**config.mk**
```make
export PLATFORM = sky130hd
export DESIGN_NAME = vrased_reset_arbiter_flat
export DESIGN_NICKNAME = d
export VERILOG_FILES = /design/src/rtl/vrased_pkg.sv /design/src/rtl/vrased_reset_arbiter_if.sv /design/src/rtl/vrased_rst_cause_log.sv /design/src/rtl/vrased_reset_arbiter.sv /design/src/flat_wrapper.sv
export SDC_FILE = /design/constraint.sdc
export NUM_CORES = 1
export LEC_CHECK = 0
export CAP_MARGIN = 20
export CELL_PAD_IN_SITES_DETAIL_PLACEMENT = 0
export CELL_PAD_IN_SITES_GLOBAL_PLACEMENT = 2
export CORE_MARGIN = 2
export CORE_UTILIZATION = 21
export DETAILED_ROUTE_END_ITERATION = 8
export GPL_ROUTABILITY_DRIVEN = 1
export GPL_TIMING_DRIVEN = 0
export PLACE_DENSITY_LB_ADDON = 0.3
export SLEW_MARGIN = 25
export SYNTH_ARGS = -nofsm -noshare
export SYNTH_HDL_FRONTEND = slang
export SYNTH_SLANG_ARGS = --single-unit
```
**constraint.sdc**
```tcl
create_clock -name clk -period 1.5 [get_ports clk]
set_input_delay 0.375 -clock clk [delete_from_list [all_inputs] [get_ports clk]]
set_output_delay 0.375 -clock clk [all_outputs]
set_load 0.02 [all_outputs]
```
**src/rtl/vrased_pkg.sv**
```systemverilog
// Shared definitions for the VRASED reset path: FSM state encoding, monitor RUN/KILL levels, default sizes.
package vrased_pkg;

  typedef enum logic [1:0] {
    BOOT    = 2'd0,
    IDLE    = 2'd1,
    STRETCH = 2'd2,
    HOLD    = 2'd3
  } arb_state_t;

  localparam logic RUN  = 1'b0;
  localparam logic KILL = 1'b1;

  localparam int DEF_NSRC         = 4;
  localparam int DEF_PULSE_CYCLES = 8;
  localparam int DEF_CNT_W        = 8;

endpackage

```
**src/rtl/vrased_reset_arbiter_if.sv**
```systemverilog
// Monitor-side request bundle plus the merged reset and cause-log readback of the reset arbiter.
interface vrased_reset_arbiter_if
  import vrased_pkg::*;
#(
  parameter int NSRC  = DEF_NSRC,
  parameter int CNT_W = DEF_CNT_W
);
  logic [NSRC-1:0]  src_reset;
  logic             log_clr;
  logic             sys_reset;
  logic             armed;
  logic [NSRC-1:0]  first_cause;
  logic [NSRC-1:0]  cause_mask;
  logic [CNT_W-1:0] viol_count;

  modport master (
    output src_reset, log_clr,
    input  sys_reset, armed, first_cause, cause_mask, viol_count
  );

  modport slave (
    input  src_reset, log_clr,
    output sys_reset, armed, first_cause, cause_mask, viol_count
  );
endinterface

```
**src/rtl/vrased_rst_cause_log.sv**
```systemverilog
// Violation cause log: first-cause priority encoder, sticky source mask and saturating violation counter.
// All outputs registered; a logging event coinciding with log_clr wins over the clear.
module vrased_rst_cause_log
  import vrased_pkg::*;
#(
  parameter int NSRC  = DEF_NSRC,
  parameter int CNT_W = DEF_CNT_W
) (
  input  logic             clk,
  input  logic             reset_n,
  input  logic [NSRC-1:0]  src_reset,
  input  logic             log_evt,
  input  logic             mask_en,
  input  logic             log_clr,
  output logic [NSRC-1:0]  first_cause,
  output logic [NSRC-1:0]  cause_mask,
  output logic [CNT_W-1:0] viol_count
);

  logic [NSRC-1:0]  lowest_src;
  logic [NSRC-1:0]  mask_base;
  logic [CNT_W-1:0] cnt_base;
  logic [CNT_W-1:0] cnt_inc;

  // Two's-complement trick isolates the lowest set bit, i.e. the highest-priority monitor.
  assign lowest_src = src_reset & (~src_reset + 1'b1);

  assign mask_base = log_clr ? '0 : cause_mask;
  assign cnt_base  = log_clr ? '0 : viol_count;
  assign cnt_inc   = (&cnt_base) ? cnt_base : cnt_base + 1'b1;

  always_ff @(posedge clk) begin
    if (!reset_n) begin
      first_cause <= '0;
      cause_mask  <= '0;
      viol_count  <= '0;
    end else if (log_evt) begin
      first_cause <= lowest_src;
      cause_mask  <= mask_base | src_reset;
      viol_count  <= cnt_inc;
    end else if (log_clr) begin
      first_cause <= '0;
      cause_mask  <= '0;
      viol_count  <= '0;
    end else if (mask_en) begin
      cause_mask  <= cause_mask | src_reset;
    end
  end

endmodule

```
**src/rtl/vrased_reset_arbiter.sv**
```systemverilog
// Merges monitor KILL requests into one registered CPU reset, stretched to PULSE_CYCLES per violation (1-cycle latency).
// Define VRASED_RST_CAUSE_LOG_EN to build the cause log; otherwise first_cause/cause_mask/viol_count read 0.
module vrased_reset_arbiter
  import vrased_pkg::*;
#(
  parameter int NSRC         = DEF_NSRC,
  parameter int PULSE_CYCLES = DEF_PULSE_CYCLES,
  parameter int CNT_W        = DEF_CNT_W
) (
  input  logic                  clk,
  input  logic                  reset_n,
  vrased_reset_arbiter_if.slave bus
);

  localparam int            CW       = $clog2(PULSE_CYCLES) + 1;
  localparam logic [CW-1:0] CNT_LOAD = CW'(PULSE_CYCLES - 1);

  arb_state_t    state_q, state_d;
  logic [CW-1:0] cnt_q, cnt_d;
  logic          sys_q, sys_d;
  logic          armed_q, armed_d;
  logic          any_src;

  assign any_src = |bus.src_reset;

  always_ff @(posedge clk) begin
    if (!reset_n) begin
      state_q <= BOOT;
      cnt_q   <= '0;
      sys_q   <= 1'b1;
      armed_q <= 1'b0;
    end else begin
      state_q <= state_d;
      cnt_q   <= cnt_d;
      sys_q   <= sys_d;
      armed_q <= armed_d;
    end
  end

  always_comb begin
    state_d = state_q;
    cnt_d   = cnt_q;
    sys_d   = sys_q;
    armed_d = armed_q;
    case (state_q)
      BOOT: begin
        // Monitors power up in KILL; follow them until every one has released.
        sys_d = any_src;
        if (any_src == RUN) begin
          state_d = IDLE;
          armed_d = 1'b1;
        end
      end
      IDLE: begin
        sys_d = 1'b0;
        if (any_src == KILL) begin
          state_d = STRETCH;
          sys_d   = 1'b1;
          cnt_d   = CNT_LOAD;
        end
      end
      STRETCH: begin
        sys_d = 1'b1;
        if (cnt_q == '0) begin
          if (any_src == KILL) begin
            state_d = HOLD;
          end else begin
            state_d = IDLE;
            sys_d   = 1'b0;
          end
        end else begin
          cnt_d = cnt_q - 1'b1;
        end
      end
      HOLD: begin
        sys_d = 1'b1;
        if (any_src == RUN) begin
          state_d = IDLE;
          sys_d   = 1'b0;
        end
      end
      default: begin
        state_d = BOOT;
        sys_d   = 1'b1;
      end
    endcase
  end

  assign bus.sys_reset = sys_q;
  assign bus.armed     = armed_q;

`ifdef VRASED_RST_CAUSE_LOG_EN
  logic log_evt;
  logic mask_en;

  assign log_evt = (state_q == IDLE) && (any_src == KILL);
  assign mask_en = (state_q != BOOT);

  vrased_rst_cause_log #(
    .NSRC  (NSRC),
    .CNT_W (CNT_W)
  ) u_cause_log (
    .clk         (clk),
    .reset_n     (reset_n),
    .src_reset   (bus.src_reset),
    .log_evt     (log_evt),
    .mask_en     (mask_en),
    .log_clr     (bus.log_clr),
    .first_cause (bus.first_cause),
    .cause_mask  (bus.cause_mask),
    .viol_count  (bus.viol_count)
  );
`else
  logic unused_log_clr;
  assign unused_log_clr  = bus.log_clr;
  assign bus.first_cause = '0;
  assign bus.cause_mask  = '0;
  assign bus.viol_count  = '0;
`endif

endmodule
```
**src/flat_wrapper.sv**
```systemverilog
// flat-port wrapper written by rule: the top's interface ports become plain ports
module vrased_reset_arbiter_flat import vrased_pkg::*;
#(
  parameter int NSRC         = DEF_NSRC,
  parameter int PULSE_CYCLES = DEF_PULSE_CYCLES,
  parameter int CNT_W        = DEF_CNT_W
)
  (clk, reset_n, bus_src_reset, bus_log_clr, bus_sys_reset, bus_armed, bus_first_cause, bus_cause_mask, bus_viol_count);
  vrased_reset_arbiter_if #(.NSRC(NSRC), .CNT_W(CNT_W)) bus_i ();
  input  logic clk;
  input  logic reset_n;
  input wire logic [$bits(bus_i.src_reset)-1:0] bus_src_reset;
  input wire logic [$bits(bus_i.log_clr)-1:0] bus_log_clr;
  output wire logic [$bits(bus_i.sys_reset)-1:0] bus_sys_reset;
  output wire logic [$bits(bus_i.armed)-1:0] bus_armed;
  output wire logic [$bits(bus_i.first_cause)-1:0] bus_first_cause;
  output wire logic [$bits(bus_i.cause_mask)-1:0] bus_cause_mask;
  output wire logic [$bits(bus_i.viol_count)-1:0] bus_viol_count;
  assign bus_i.src_reset = bus_src_reset;
  assign bus_i.log_clr = bus_log_clr;
  assign bus_sys_reset = bus_i.sys_reset;
  assign bus_armed = bus_i.armed;
  assign bus_first_cause = bus_i.first_cause;
  assign bus_cause_mask = bus_i.cause_mask;
  assign bus_viol_count = bus_i.viol_count;
  vrased_reset_arbiter #(.NSRC(NSRC), .PULSE_CYCLES(PULSE_CYCLES), .CNT_W(CNT_W)) u_core (.clk(clk), .reset_n(reset_n), .bus(bus_i));
endmodule
```
Word-level counts from Yosys, hierarchy flattened. Index checks and enable logic that the tools add are counted.

Add/sub/neg operators: 1. Equality and inequality tests: 7. Muxes and demuxes: 11. Bitwise operators: 1. Reduce and logical (&&, ||, !) cells: 9.

Operator list (number): 2-to-1 mux 2 bit (4); 2-to-1 mux 4 bit (2); one-hot mux 4 bit (2 select lines) (1); one-hot mux 2 bit (3 select lines) (1); AND reduction 3 bit (2); equality test 2 bit (second input constant) (2); logical NOT 4 bit (1); != test 2 x 1 -> 1 bit (second input constant) (2); != test 2 bit (second input constant) (2); OR reduction 2 bit (2); OR reduction 4 bit (1); subtractor 4 x 1 -> 4 bit (second input constant) (1); one-hot mux 1 bit (3 select lines) (1); equality test 2 x 1 -> 1 bit (second input constant) (1); logical NOT 2 bit (1); 2-to-1 mux 1 bit (2); AND reduction 2 bit (1); nonzero test 2 bit (1); NOT 1 bit (1).

Flip-flop bits (word level): 8. Output and inout bits: 18. Word-level logic and storage cells: 33.

Logic depth before layout (Yosys ltp).
Word-level depth: 4. Gate-level depth with buffers: 6. Depth with buffers taken out: 6.

Least setup slack after synthesis. Ideal clock, no wire load.

Kind: flip-flop to flip-flop. From: reg u_core.cnt_q[0]. To: reg u_core.cnt_q[3]. Library setup time: 0.116 ns. Data arrival time: 1.488 ns. Data required time: 1.384 ns. Path slack: -0.104 ns. Cell stages (with the launch flop): 7. Buffers on the path: 0. Period minus slack after synthesis: 1.604 ns. Path through: dfxtp_1 > inv_1 > ha_1 > nor3b_2 > a221oi_4 > a21oi_1 > a41o_1.

Longest elaborated chain between the ends: 3.

RTL lines: from (decl) (RTL line vrased_reset_arbiter.sv:19) `logic [CW-1:0] cnt_q, cnt_d;`; from (signal assigned) (RTL line vrased_reset_arbiter.sv:34) `cnt_q <= cnt_d;`; subtractor 4 x 1 -> 4 bit or logical NOT 4 bit (tied branches) (RTL line vrased_reset_arbiter.sv:72, vrased_reset_arbiter.sv:64); 2-to-1 mux 4 bit or != test 2 bit (tied branches); one-hot mux 4 bit (2 select lines) or AND reduction 3 bit (tied branches).

Several ways; a longest one is shown, not always the timed one. The select of a mux whose other input is x is not followed. A chain may end at the register's enable or synchronous reset.

Final worst setup path.
From: reg u_core.cnt_q[0]. To: reg u_core.cnt_q[2].

Same word-level chain as after synthesis.

==> qor.csv <==
stage,metric,value,unit
status,outcome,finished with violations,
status,failing checks,negative setup slack,
sta,endpoints failing setup,4,
global_route,vias in the first global route,509,
pwr,Worst IR Drop VDD,768.2,uV
worst_setup_path,CP Launch Type,flip-flop,
cts,CTS tree,yes,
yosys,Yosys Warn Count,0,
sta,Fin. Hold Viols,0,
worst_setup_path,Worst setup EP type,flip-flop,
yosys,Synth cell types,27,
cells_and_area,"commonest non-fill, non-tap cells in the layout","buf_4, conb_1, dlygate4sd2_1",
cells_and_area,layout net count,117,
yosys,mapped cell area,615.6,um2
worst_setup_path,worst r2r src,u_core.cnt_q[0],
yosys,Main synth FF type,dfxtp_1,
cells_and_area,Ant. Diodes,0,
sta,Max Clk Rate,638.8,MHz
yosys,Post-synth EDFFs,0,
die,starting density of the core,22.13,%
sta,Final period util,104.4,%
sta,final worst slack,-0.06534,ns
sta,"Slew Viols, Final",0,
drt,routed vias/inst,3.873,
sta,RSZ-0062 raised after global routing,yes,
place,HPWL after DPL,894.9,um
cts,root buf cell,clkbuf_4,
worst_setup_path,WS Path Type,flip-flop to flip-flop,
worst_setup_path,CP Max Fanout,6,
cells_and_area,post-route cell area,929.6,um2
pwr,Pwr Density,1656,nW/um2
yosys,post-synthesis register bit count,8,
die,Die Ht,58.14,um
drt,Routed Wire Length,1337,um
sta,setup TNS,-0.2083,ns
yosys,ys async rst share,0,%
die,Die ar.,3380,um2
global_route,first-pass GRT wire length,2214,um
cells_and_area,"Area growth, synth to finish",51.02,%
hold_path,HP Class,primary input to flip-flop,
drt,router iterations before antenna repair,4,
pwr,leakage power,0.4544,nW
place,Setup Slack @ Placement,-0.5399,ns
yosys,sequential area share after synthesis,26.02,%
drt,routed len/inst,9.978,um
place,post-placement cell count,120,
drt,Post-DRT Antenna Nets,0,
sta,fin crit period,1.565,ns
global_route,Total Routing Usage GR,8.587,%
cts,CTS Buffer Depth,2,
cts,H-tree depth,1,
global_route,largest net degree at the start of global routing,10,
sta,skew final,0.001721,ns
cells_and_area,fillers,301,
yosys,Mapped Cells,68,
global_route,GRT overflow,0,
flow_run,maxcap violations,0,
worst_setup_path,CP arrival,1.77,ns
cells_and_area,"commonest non-fill, non-tap cell in the layout",buf_4,
cells_and_area,share of cells above drive strength 1,47.57,%
worst_setup_path,Critical Path RT,1.70,ns
worst_setup_path,crit path launch,u_core.cnt_q[0],
drt,via count,519,
place,PortBufs,6,
cts,clk slew on worst S/H paths,0.06,ns
die,CORE AREA,2781,um2
drt,Post-route DRC,0,
place,gp weighted congestion,0.7932,
drt,Iteration-0 DRC Markers,2,
cts,Clock Sinks,8,
die,Die X-Extent,58.14,um
cells_and_area,final cell count without fillers,134,
yosys,syn_area_per_cell,9.053,um2
cts,clk_lat worst skew,0.26,ns
die,Std-Cell Rows,19,
global_route,initial antenna violation count,0,
die,io pins,25,
cts,total CTS buffers,3,
hold_path,hold wc startpoint,reset_n,
place,Placement Cell Area,792.0,um2
cts,"Hold-fix buffers, CTS",0,
[flip-flops by register name, summed over array words and instances (netlist names)]
name and cells:
u_core.cnt_q 4, u_core.state_q 2, u_core.bus.sys_reset 1, u_core.bus.armed 1
[power breakdown]
part	switching (W)	leakage, nW	total (W)	internal (W)
registers	0.0000685	0.0673	0.000360	0.000291
clock network	0.0000804	0.0138	0.000172	0.0000921
logic	0.000463	0.373	0.00101	0.000545
total	0.000611	0.454	0.00154	0.000928
[worst max-delay path, stage by stage, from the launching register on]
cell and delay, ns:
dfxtp_4 0.35, inv_2 0.04, ha_4 0.15, nor3b_4 0.15, a221oi_4 0.39, buf_4 0.18, a21oi_2 0.04, and3b_1 0.20
[metrics by stage]
step | hold WS (ns) | util (%) | total power, W
final | 0.4370 | 33.42 | 0.001540
after global routing | 0.4966 | 33.42 | 0.001683
after CTS | 0.4556 | 33.06 | 0.001503
after detailed placement | 0.4831 | 28.48 | 0.001074
after global placement | 0.4875 | 28.48 | 0.001068
after floorplan | 0.5032 | - | 0.0009367
[kinds of logic (layout without fill, tap and decap cells)]
logic type               count (synthesis)  count (layout)  share of synthesized area (%)
buffers and inverters                   23              43                          23.78
AO/OA/AOI/OAI                           15              15                          20.33
AND/OR/NAND/NOR                         15              15                          17.48
flip-flops                               8               8                          26.02
adder cells (fa/ha/maj)                  5               5                          10.16
other                                    1              16                         0.6092
multiplexers                             1               1                          1.626
[routing by layer]
| layer | track usage, % | wire [um] | up-vias |
|---|---|---|---|
| met5 | 0 | 0 | - |
| met4 | 1.993 | 0 | 0 |
| met3 | 3.571 | 66 | 0 |
| met2 | 15.26 | 742 | 10 |
| met1 | 9.485 | 528 | 235 |
| li1 | - | - | 274 |
[final cells by class]
class                   count  area, um2  area share [%]
plain buffers              17      123.9           13.32
clock buffers               3      22.52           2.423
inverters                   6      22.52           2.423
multi-input cells          52      419.2           45.09
flip-flops and latches      8      167.7           18.04
well taps                  31      38.79           4.172
repair buffers             17      135.1           14.54
[cell usage after synthesis (2+ instances only)]
| cell | instances | area share (%) |
|---|---|---|
| inv_1 | 6 | 3.7 |
| nand2b_1 | 2 | 2.0 |
| dfxtp_1 | 8 | 26 |
| nand3_1 | 3 | 2.4 |
| ha_1 | 5 | 10 |
| o21ai_0 | 2 | 1.6 |
| o211a_1 | 2 | 3.3 |
| nand2_1 | 2 | 1.2 |
| buf_4 | 16 | 20 |
| a21oi_1 | 5 | 4.1 |
[final timing paths]
check / slack (ns) / endpoint / cells past startpoint
min: 0.44 / u_core.bus.sys_reset / 2
max: -0.07 / u_core.cnt_q[2] / 7
max reg2reg: -0.07 / u_core.cnt_q[2] / 7
min reg2reg: 0.50 / u_core.bus.armed / 2
[timing repair]
item / in CTS / in global routing
resized for setup: 14 / 2
setup endpoints to repair: 8 / 6
cloned: 0 / 0
setup buffers: 11 / 0
pin swaps: 6 / 0
No activity file was read; power rests on OpenSTA's default activity.
